**config.mk**
```make
export PLATFORM = sky130hd
export DESIGN_NAME = btn_event_gen
export DESIGN_NICKNAME = d
export VERILOG_FILES = /design/src/rtl/btn_event_gen_pkg.sv /design/src/rtl/btn_event_gen_debounce.sv /design/src/rtl/btn_event_gen.sv
export SDC_FILE = /design/constraint.sdc
export NUM_CORES = 1
export LEC_CHECK = 0
export ABC_AREA = 1
export CAP_MARGIN = 20
export CORE_ASPECT_RATIO = 1.75
export CORE_UTILIZATION = 50
export CTS_CLUSTER_DIAMETER = 100
export CTS_CLUSTER_SIZE = 28
export DETAILED_ROUTE_END_ITERATION = 16
export PLACE_DENSITY = 0.67
export SETUP_SLACK_MARGIN = 0.1
export SLEW_MARGIN = 25
export SYNTH_ARGS = -nofsm -noshare
export SYNTH_HDL_FRONTEND = slang
export SYNTH_SLANG_ARGS = --single-unit
```
**constraint.sdc**
```tcl
create_clock -name clk -period 3.95 [get_ports clk]
set_clock_uncertainty 0.2 [all_clocks]
set_input_delay 0.395 -clock clk [delete_from_list [all_inputs] [get_ports clk]]
set_output_delay 0.395 -clock clk [all_outputs]
set_load 0.01 [all_outputs]
```
**src/rtl/btn_event_gen_pkg.sv**
```systemverilog
// btn_event_gen_pkg: button indices, sizes and the lowest-set-bit picker shared by the button front-end
package btn_event_gen_pkg;
  localparam int N_BTN               = 5;
  localparam int DEBOUNCE_CYCLES_DEF = 1000000;
  localparam int CNT_W_DEF           = 20;
  localparam logic [2:0] BTN_CENTER = 3'd0;
  localparam logic [2:0] BTN_TOP    = 3'd1;
  localparam logic [2:0] BTN_BOTTOM = 3'd2;
  localparam logic [2:0] BTN_LEFT   = 3'd3;
  localparam logic [2:0] BTN_RIGHT  = 3'd4;
  // Lowest set index wins, which gives center..right priority for coincident presses
  function automatic logic [2:0] lowest_idx(input logic [N_BTN-1:0] v);
    lowest_idx = 3'd0;
    for (int i = N_BTN - 1; i >= 0; i--)
      if (v[i]) lowest_idx = 3'(i);
  endfunction
endpackage

```
**src/rtl/btn_event_gen_debounce.sv**
```systemverilog
// btn_debounce: two-flop synchroniser, stability counter and rising-edge pulse for one button
module btn_debounce #(
  parameter int DEBOUNCE_CYCLES = 1000000,
  parameter int CNT_W           = 20
) (
  input  logic clk,
  input  logic reset,
  input  logic raw_i,
  output logic level_o,
  output logic pulse_o
);
  logic             sync1_q, sync2_q, stable_q, stable_d, prev_q, pulse_q;
  logic             mism, done;
  logic [CNT_W-1:0] cnt_q, cnt_d;
  // Count consecutive disagreeing samples; any agreement restarts the count
  always_comb begin
    mism     = sync2_q ^ stable_q;
    done     = cnt_q == CNT_W'(DEBOUNCE_CYCLES - 1);
    stable_d = (mism & done) ? sync2_q : stable_q;
    cnt_d    = (mism & ~done) ? cnt_q + 1'b1 : '0;
  end
  // Synchronise, track the stable level, and pulse one cycle after it rises
  always_ff @(posedge clk) begin
    if (reset) begin
      sync1_q  <= 1'b0;
      sync2_q  <= 1'b0;
      stable_q <= 1'b0;
      cnt_q    <= '0;
      prev_q   <= 1'b0;
      pulse_q  <= 1'b0;
    end else begin
      sync1_q  <= raw_i;
      sync2_q  <= sync1_q;
      stable_q <= stable_d;
      cnt_q    <= cnt_d;
      prev_q   <= stable_q;
      pulse_q  <= stable_q & ~prev_q;
    end
  end
  assign level_o = stable_q;
  assign pulse_o = pulse_q;
endmodule

```
**src/rtl/btn_event_gen.sv**
```systemverilog
// btn_event_gen: debounced button presses queued into a one-slot valid/ready event register
module btn_event_gen
  import btn_event_gen_pkg::*;
#(
  parameter int DEBOUNCE_CYCLES = DEBOUNCE_CYCLES_DEF,
  parameter int CNT_W           = CNT_W_DEF
) (
  input  logic             clk,
  input  logic             reset,
  input  logic [N_BTN-1:0] btn_raw,
  output logic [N_BTN-1:0] btn_level,
  output logic [N_BTN-1:0] btn_pulse,
  output logic             event_valid,
  output logic [2:0]       event_code,
  input  logic             event_ready,
  output logic             dropped
);
  localparam logic [0:0] S_EMPTY = 1'b0;
  localparam logic [0:0] S_FULL  = 1'b1;
  logic [0:0]       state_q, state_d;
  logic [2:0]       code_q, code_d, sel;
  logic [N_BTN-1:0] pending_q, pending_d, hold, arr, req, clr;
  logic             dropped_q, dropped_d, accept, load;
  for (genvar b = 0; b < N_BTN; b++) begin : g_db
    btn_debounce #(.DEBOUNCE_CYCLES(DEBOUNCE_CYCLES), .CNT_W(CNT_W)) u_db (
      .clk    (clk),
      .reset  (reset),
      .raw_i  (btn_raw[b]),
      .level_o(btn_level[b]),
      .pulse_o(btn_pulse[b])
    );
  end
  // Fresh pulses join the pending set directly so a press can load the slot in its own cycle;
  // a pulse for the code sitting unaccepted in the slot is merged away
  always_comb begin
    accept    = (state_q == S_FULL) & event_ready;
    hold      = (state_q == S_FULL && !event_ready) ? N_BTN'(1) << code_q : '0;
    arr       = btn_pulse & ~hold;
    req       = pending_q | arr;
    load      = ((state_q == S_EMPTY) | accept) & (|req);
    sel       = lowest_idx(req);
    clr       = load ? N_BTN'(1) << sel : '0;
    pending_d = (req & ~clr) | (arr & pending_q & clr);
    dropped_d = dropped_q | (|(btn_pulse & hold)) | (|(arr & pending_q & ~clr));
    state_d   = load ? S_FULL : accept ? S_EMPTY : state_q;
    code_d    = load ? sel : code_q;
  end
  // Slot, pending set and sticky drop flag
  always_ff @(posedge clk) begin
    if (reset) begin
      state_q   <= S_EMPTY;
      code_q    <= 3'd0;
      pending_q <= '0;
      dropped_q <= 1'b0;
    end else begin
      state_q   <= state_d;
      code_q    <= code_d;
      pending_q <= pending_d;
      dropped_q <= dropped_d;
    end
  end
  assign event_valid = state_q == S_FULL;
  assign event_code  = code_q;
  assign dropped     = dropped_q;
endmodule

```
== After elaboration in Yosys (flattened, before gate mapping) ==
Cells that the tools add are included.
Cells by class
  add/subtract/negate cells: 5
  equality and inequality tests: 5
  shift-type cells: 2
  muxes and demuxes: 9
  bitwise operators: 51
  reduce and logical (&&, ||, !) cells: 11
Operator list (count)
  adder 20 x 1 -> 20 bit, second input constant: 5
  equality test 20 bit, second input constant: 5
  bitwise AND 5 bit: 6
  bitwise AND 1 bit: 17
  inverter 1 bit: 16
  2-to-1 mux 3 bit: 5
  OR reduction 5 bit: 3
  2-to-1 mux 5 bit: 2
  inverter 5 bit: 2
  OR 5 bit: 2
  OR reduction 2 bit: 5
  << shifter 1 x 3 -> 5 bit, first input constant: 2
  XOR 1 bit: 5
  OR 1 bit: 3
  2-to-1 mux 1 bit: 2
  nonzero test 2 bit: 1
  logical AND 1 bit: 1
  zero test 1 bit: 1
Storage, ports and cells
  register bits after elaboration: 135
  input port bits: 8
  output and inout port bits: 15
  logic and storage cells: 117

== Depth between registers and ports, before layout ==
  depth in word-level cells: 17
  gate-level depth with buffers: 13
  mapped depth without buffers: 13

== Cells and area by module ==
From an unflattened synthesis, not the netlist that was laid out.
Second synthesis, totals
  cells, all modules: 911
  area, all modules: 6613.8 um^2
Modules (own cells, without submodules)
  btn_debounce: instances 5, cells an instance 162, area an instance 1188.6 um^2, seq. area each 500.5 um^2
  btn_event_gen: instances 1, cells an instance 101, area an instance 670.6 um^2, seq. area each 200.2 um^2

== Worst setup path after synthesis ==
Ideal clock, no wire load.
  kind: reg-to-reg
  start: register g_db[1].u_db.cnt_q[0]
  end: register g_db[1].u_db.cnt_q[18]
  library setup time: 126 ps
  arrival time: 1488 ps
  data required time: 3624 ps
  setup slack: 2136 ps
  stages on the path, launching flop included: 11
  clock period less this slack: 1814 ps
  path through: dfxtp_1 ha_1 nand3_1 inv_2 nand3_1 nor2_2 nand2_2 nor2_4 nand4_2 nor3_1 nor3b_2
On the way
  longest elaborated chain between the ends: 5
  elaborated cells on any way between the ends: 6
  classes of those cells: add/sub: 1; eq/ne: 1; bitwise: 3; reduce/logical: 1
RTL lines
  start: declaration: RTL line btn_event_gen_debounce.sv:14  | logic [CNT_W-1:0] cnt_q, cnt_d;
  start signal: assignment: RTL line btn_event_gen_debounce.sv:35  | cnt_q <= cnt_d;
  parallel branches: the longest is 5 deep, another holds adder 20 x 1 -> 20 bit
Several ways; the timed one is not identified.
A chain may end at the register's enable or synchronous reset.

== Worst setup path in the final report ==
  start: register g_db[4].u_db.cnt_q[0]
  end: register g_db[4].u_db.cnt_q[17]
On the way
  longest elaborated chain between the ends: 5
  elaborated cells on any way between the ends: 6
  classes of those cells: add/sub: 1; eq/ne: 1; bitwise: 3; reduce/logical: 1
RTL lines (RTL line)
  start: declaration: btn_event_gen_debounce.sv:14
  start signal: assignment: btn_event_gen_debounce.sv:35
  parallel branches: the longest is 5 deep, another holds adder 20 x 1 -> 20 bit
Several ways; the timed one is not identified.

==> results.py <==
metrics = {
    "outcome": {
        "outcome": "complete, no violations",
    },
    "floorplanning": {
        "rows": 53,
        "initial_core_util": 0.5109,
        "ios": 23,
        "core_area_mm2": 0.01200,
        "die_area_mm2": 0.01273,
        "die_h_um": 148.5,
        "die_w_um": 85.72,
    },
    "finish": {
        "layout_common_cells": "dfxtp_1, nor2_1, nand2_1",
        "final_common_cell": "dfxtp_1",
        "n_antenna_cell": 0,
        "final_nets": 820,
        "area_growth_pct": 14.69,
        "n_fill_cell": 1095,
        "fin_util": 0.5859,
        "drive_gt1_frac": 0.1197,
    },
    "sta": {
        "slew_headroom": 0.4691,
        "setup_viol": 0,
        "clock.fmax_mhz": 408.3,
        "slew_violations": 0,
        "hold_viol_final": 0,
        "worst_pin_slew_ns": 0.7942,
        "rsz0062_at_grt": "false",
        "setup_ws_ns": 1.501,
        "fin_crit_sh": 0.6200,
        "tns_ns": 0,
        "finalCriticalPeriod_ns": 2.449,
    },
    "grt": {
        "grt_max_degree": 21,
        "grt.met1_usage": 0.2018,
        "grt_busiest_layer": "met2",
        "grt_antenna_before_repair": 0,
        "met3_usage": 0.05882,
        "grt_use_met2": 0.3772,
        "grt_first_pass_wirelength_um": 20490,
        "overflow": 0,
        "grt_pass1_vias": 4930,
        "grtUsageTotal": 0.2016,
    },
    "placement": {
        "gp_congestion": 0.8531,
        "place_hpwl_um": 8813,
        "post-place-ws_ns": 1.094,
        "io_buffers": 22,
    },
    "logic_synthesis": {
        "syn_inst": 786,
        "ys_seq_elements": 135,
        "avgSynthCellArea_um2": 7.802,
        "synth_cell_types": 45,
        "seq_area_frac_synth": 0.4407,
        "ys_warn_count": 0,
        "synth-edff-count": 0,
        "synthArstFlopShare": 0,
        "syn_nets": 799,
        "syn_area_mm2": 0.006132,
        "synthFlopType": "dfxtp_1",
    },
    "routing": {
        "drtAntennaViolNets": 0,
        "drcViolationCount": 0,
        "vias_per_cell": 5.115,
        "dr_total_vias": 5033,
        "wirelength_um": 11860,
        "drtPass1Iterations": 4,
        "wire_per_inst_um": 12.05,
        "drt_iter0_drc": 130,
    },
    "power": {
        "p_clk_frac": 0.533,
        "power.switching_mw": 0.5858,
        "p_leak_nw": 2.555,
        "ir_drop_uv": 333.3,
        "p_per_area_mw_per_mm2": 427.5,
        "intPower_mw": 2.421,
        "swShare": 0.1948,
        "pwr-share-seq": 0.456,
        "p_comb_frac": 0.011,
    },
    "clock_network": {
        "cts_tree": "built",
        "clock_path_buffers": 2,
        "cts_setup_buffers": 0,
        "postCtsHoldBufs": 0,
        "clkLatencyLatePin_ns": 0.41,
        "root_buffer": "clkbuf_16",
        "cts.htree.levels": 4,
        "cts_resized": 0,
        "clk_pin_slew_ns": 0.05,
        "numCtsBuffers": 17,
        "clock_sinks": 135,
    },
    "worst_hold_path": {
        "min_path_type": "reg -> reg",
        "hold_start": "g_db[2].u_db.prev_q",
    },
    "critical_path": {
        "cp.required_ns": 4.05,
        "crit_arrival_ns": 2.55,
        "critPathLaunch": "g_db[4].u_db.cnt_q[0]",
        "endpoint_kind": "register",
        "r2r_start": "g_db[4].u_db.cnt_q[0]",
        "critPathLaunchType": "register",
        "critical_path_class": "reg -> reg",
        "cp_max_fo": 20,
    },
    "flow_run": {
        "max-cap-violations": 0,
    },
}
[worst max-delay path: stages (launching register included)]
cell and delay [ns]:
dfxtp_1 0.38, ha_1 0.19, nand2_1 0.07, inv_2 0.07
nand2_1 0.09, nor3_4 0.28, nand3_1 0.19, nand3_1 0.60
o21bai_1 0.22, a21oi_1 0.06
[synthesized netlist by cell type, types with 6 or more instances]
cell	instances	share of area
o21ai_0	12	0.0098
nand2_1	105	0.064
nand3_1	35	0.029
nor4_1	6	0.0061
xnor2_1	9	0.013
nand4_1	24	0.024
nand2_2	12	0.012
xor2_1	15	0.021
o21a_1	10	0.012
a211oi_1	7	0.0086
nor2_1	111	0.068
nor2_2	16	0.016
dfxtp_1	135	0.44
nor3_1	34	0.028
buf_4	13	0.016
nor2_4	6	0.011
inv_2	6	0.0037
nor3b_1	11	0.013
inv_1	102	0.062
nand3_2	7	0.011
a21oi_1	52	0.042
[worst paths after layout]
| kind | to | slack (ns) | cells past startpoint |
|---|---|---|---|
| worst max register to register | g_db[4].u_db.cnt_q[17] | 1.50 | 9 |
| worst min register to register | g_db[2].u_db.pulse_o | 0.19 | 1 |
| worst max-delay path | g_db[4].u_db.cnt_q[17] | 1.50 | 9 |
| worst min-delay path | g_db[2].u_db.pulse_o | 0.19 | 1 |
[power by group through the flow]
stage | sequential (mW) | clock, mW | combinational (mW)
finish | 1.37 | 1.60 | 0.0336
floorplan | 1.40 | 0 | 0.0227
global route | 1.37 | 1.70 | 0.0386
CTS | 1.37 | 1.63 | 0.0343
global placement | 1.40 | 0 | 0.0333
detailed placement | 1.40 | 0 | 0.0344
[area by class of cell]
class | instances | area (um2) | area share
Multi-Input combinational cell | 521 | 2887 | 0.4104
Sequential cell | 135 | 2703 | 0.3843
Clock buffer | 24 | 481.7 | 0.06849
Inverter | 109 | 409.1 | 0.05817
Timing Repair Buffer | 23 | 227.7 | 0.03238
Tap cell | 165 | 206.4 | 0.02935
Clock inverter | 7 | 118.9 | 0.01690
[state kept, by name, indices dropped and copies added (netlist names)]
signal	count
event_valid	1
g_db.u_db.sync2_q	5
g_db.u_db.pulse_o	5
pending_q	5
dropped	1
g_db.u_db.cnt_q	100
event_code	3
g_db.u_db.level_o	5
g_db.u_db.sync1_q	5
g_db.u_db.prev_q	5
[stage by stage]
| stage | hold WS [ns] | total power [mW] | cells | cell area [um2] |
|---|---|---|---|---|
| after CTS | 0.1875 | 3.036 | 984 | 7033 |
| after detailed placement | 0.1782 | 1.436 | 953 | 6432 |
| final | 0.1855 | 3.007 | 984 | 7033 |
| after global placement | 0.1769 | 1.434 | 953 | 6432 |
| after floorplan | 0.1732 | 1.423 | 786 | 6132 |
| after global routing | 0.1953 | 3.106 | 984 | 7033 |
[metal layers]
metal / routed length (um) / share of wire
met4: 193 / 0.016
met2: 6574 / 0.55
met3: 342 / 0.029
met1: 4747 / 0.40
met5: 0 / 0
[kinds of logic (layout without fill, tap and decap cells)]
kind of cell / after synthesis / after routing / share of synthesized area
adder cells (fa/ha/maj): 5 / 5 / 0.01020
AO/OA/AOI/OAI: 95 / 95 / 0.08876
buffers and inverters: 130 / 163 / 0.08855
XOR/XNOR: 24 / 24 / 0.03428
flip-flops: 135 / 135 / 0.4407
AND/OR/NAND/NOR: 397 / 397 / 0.3375
(Power assumes the default switching activity.)
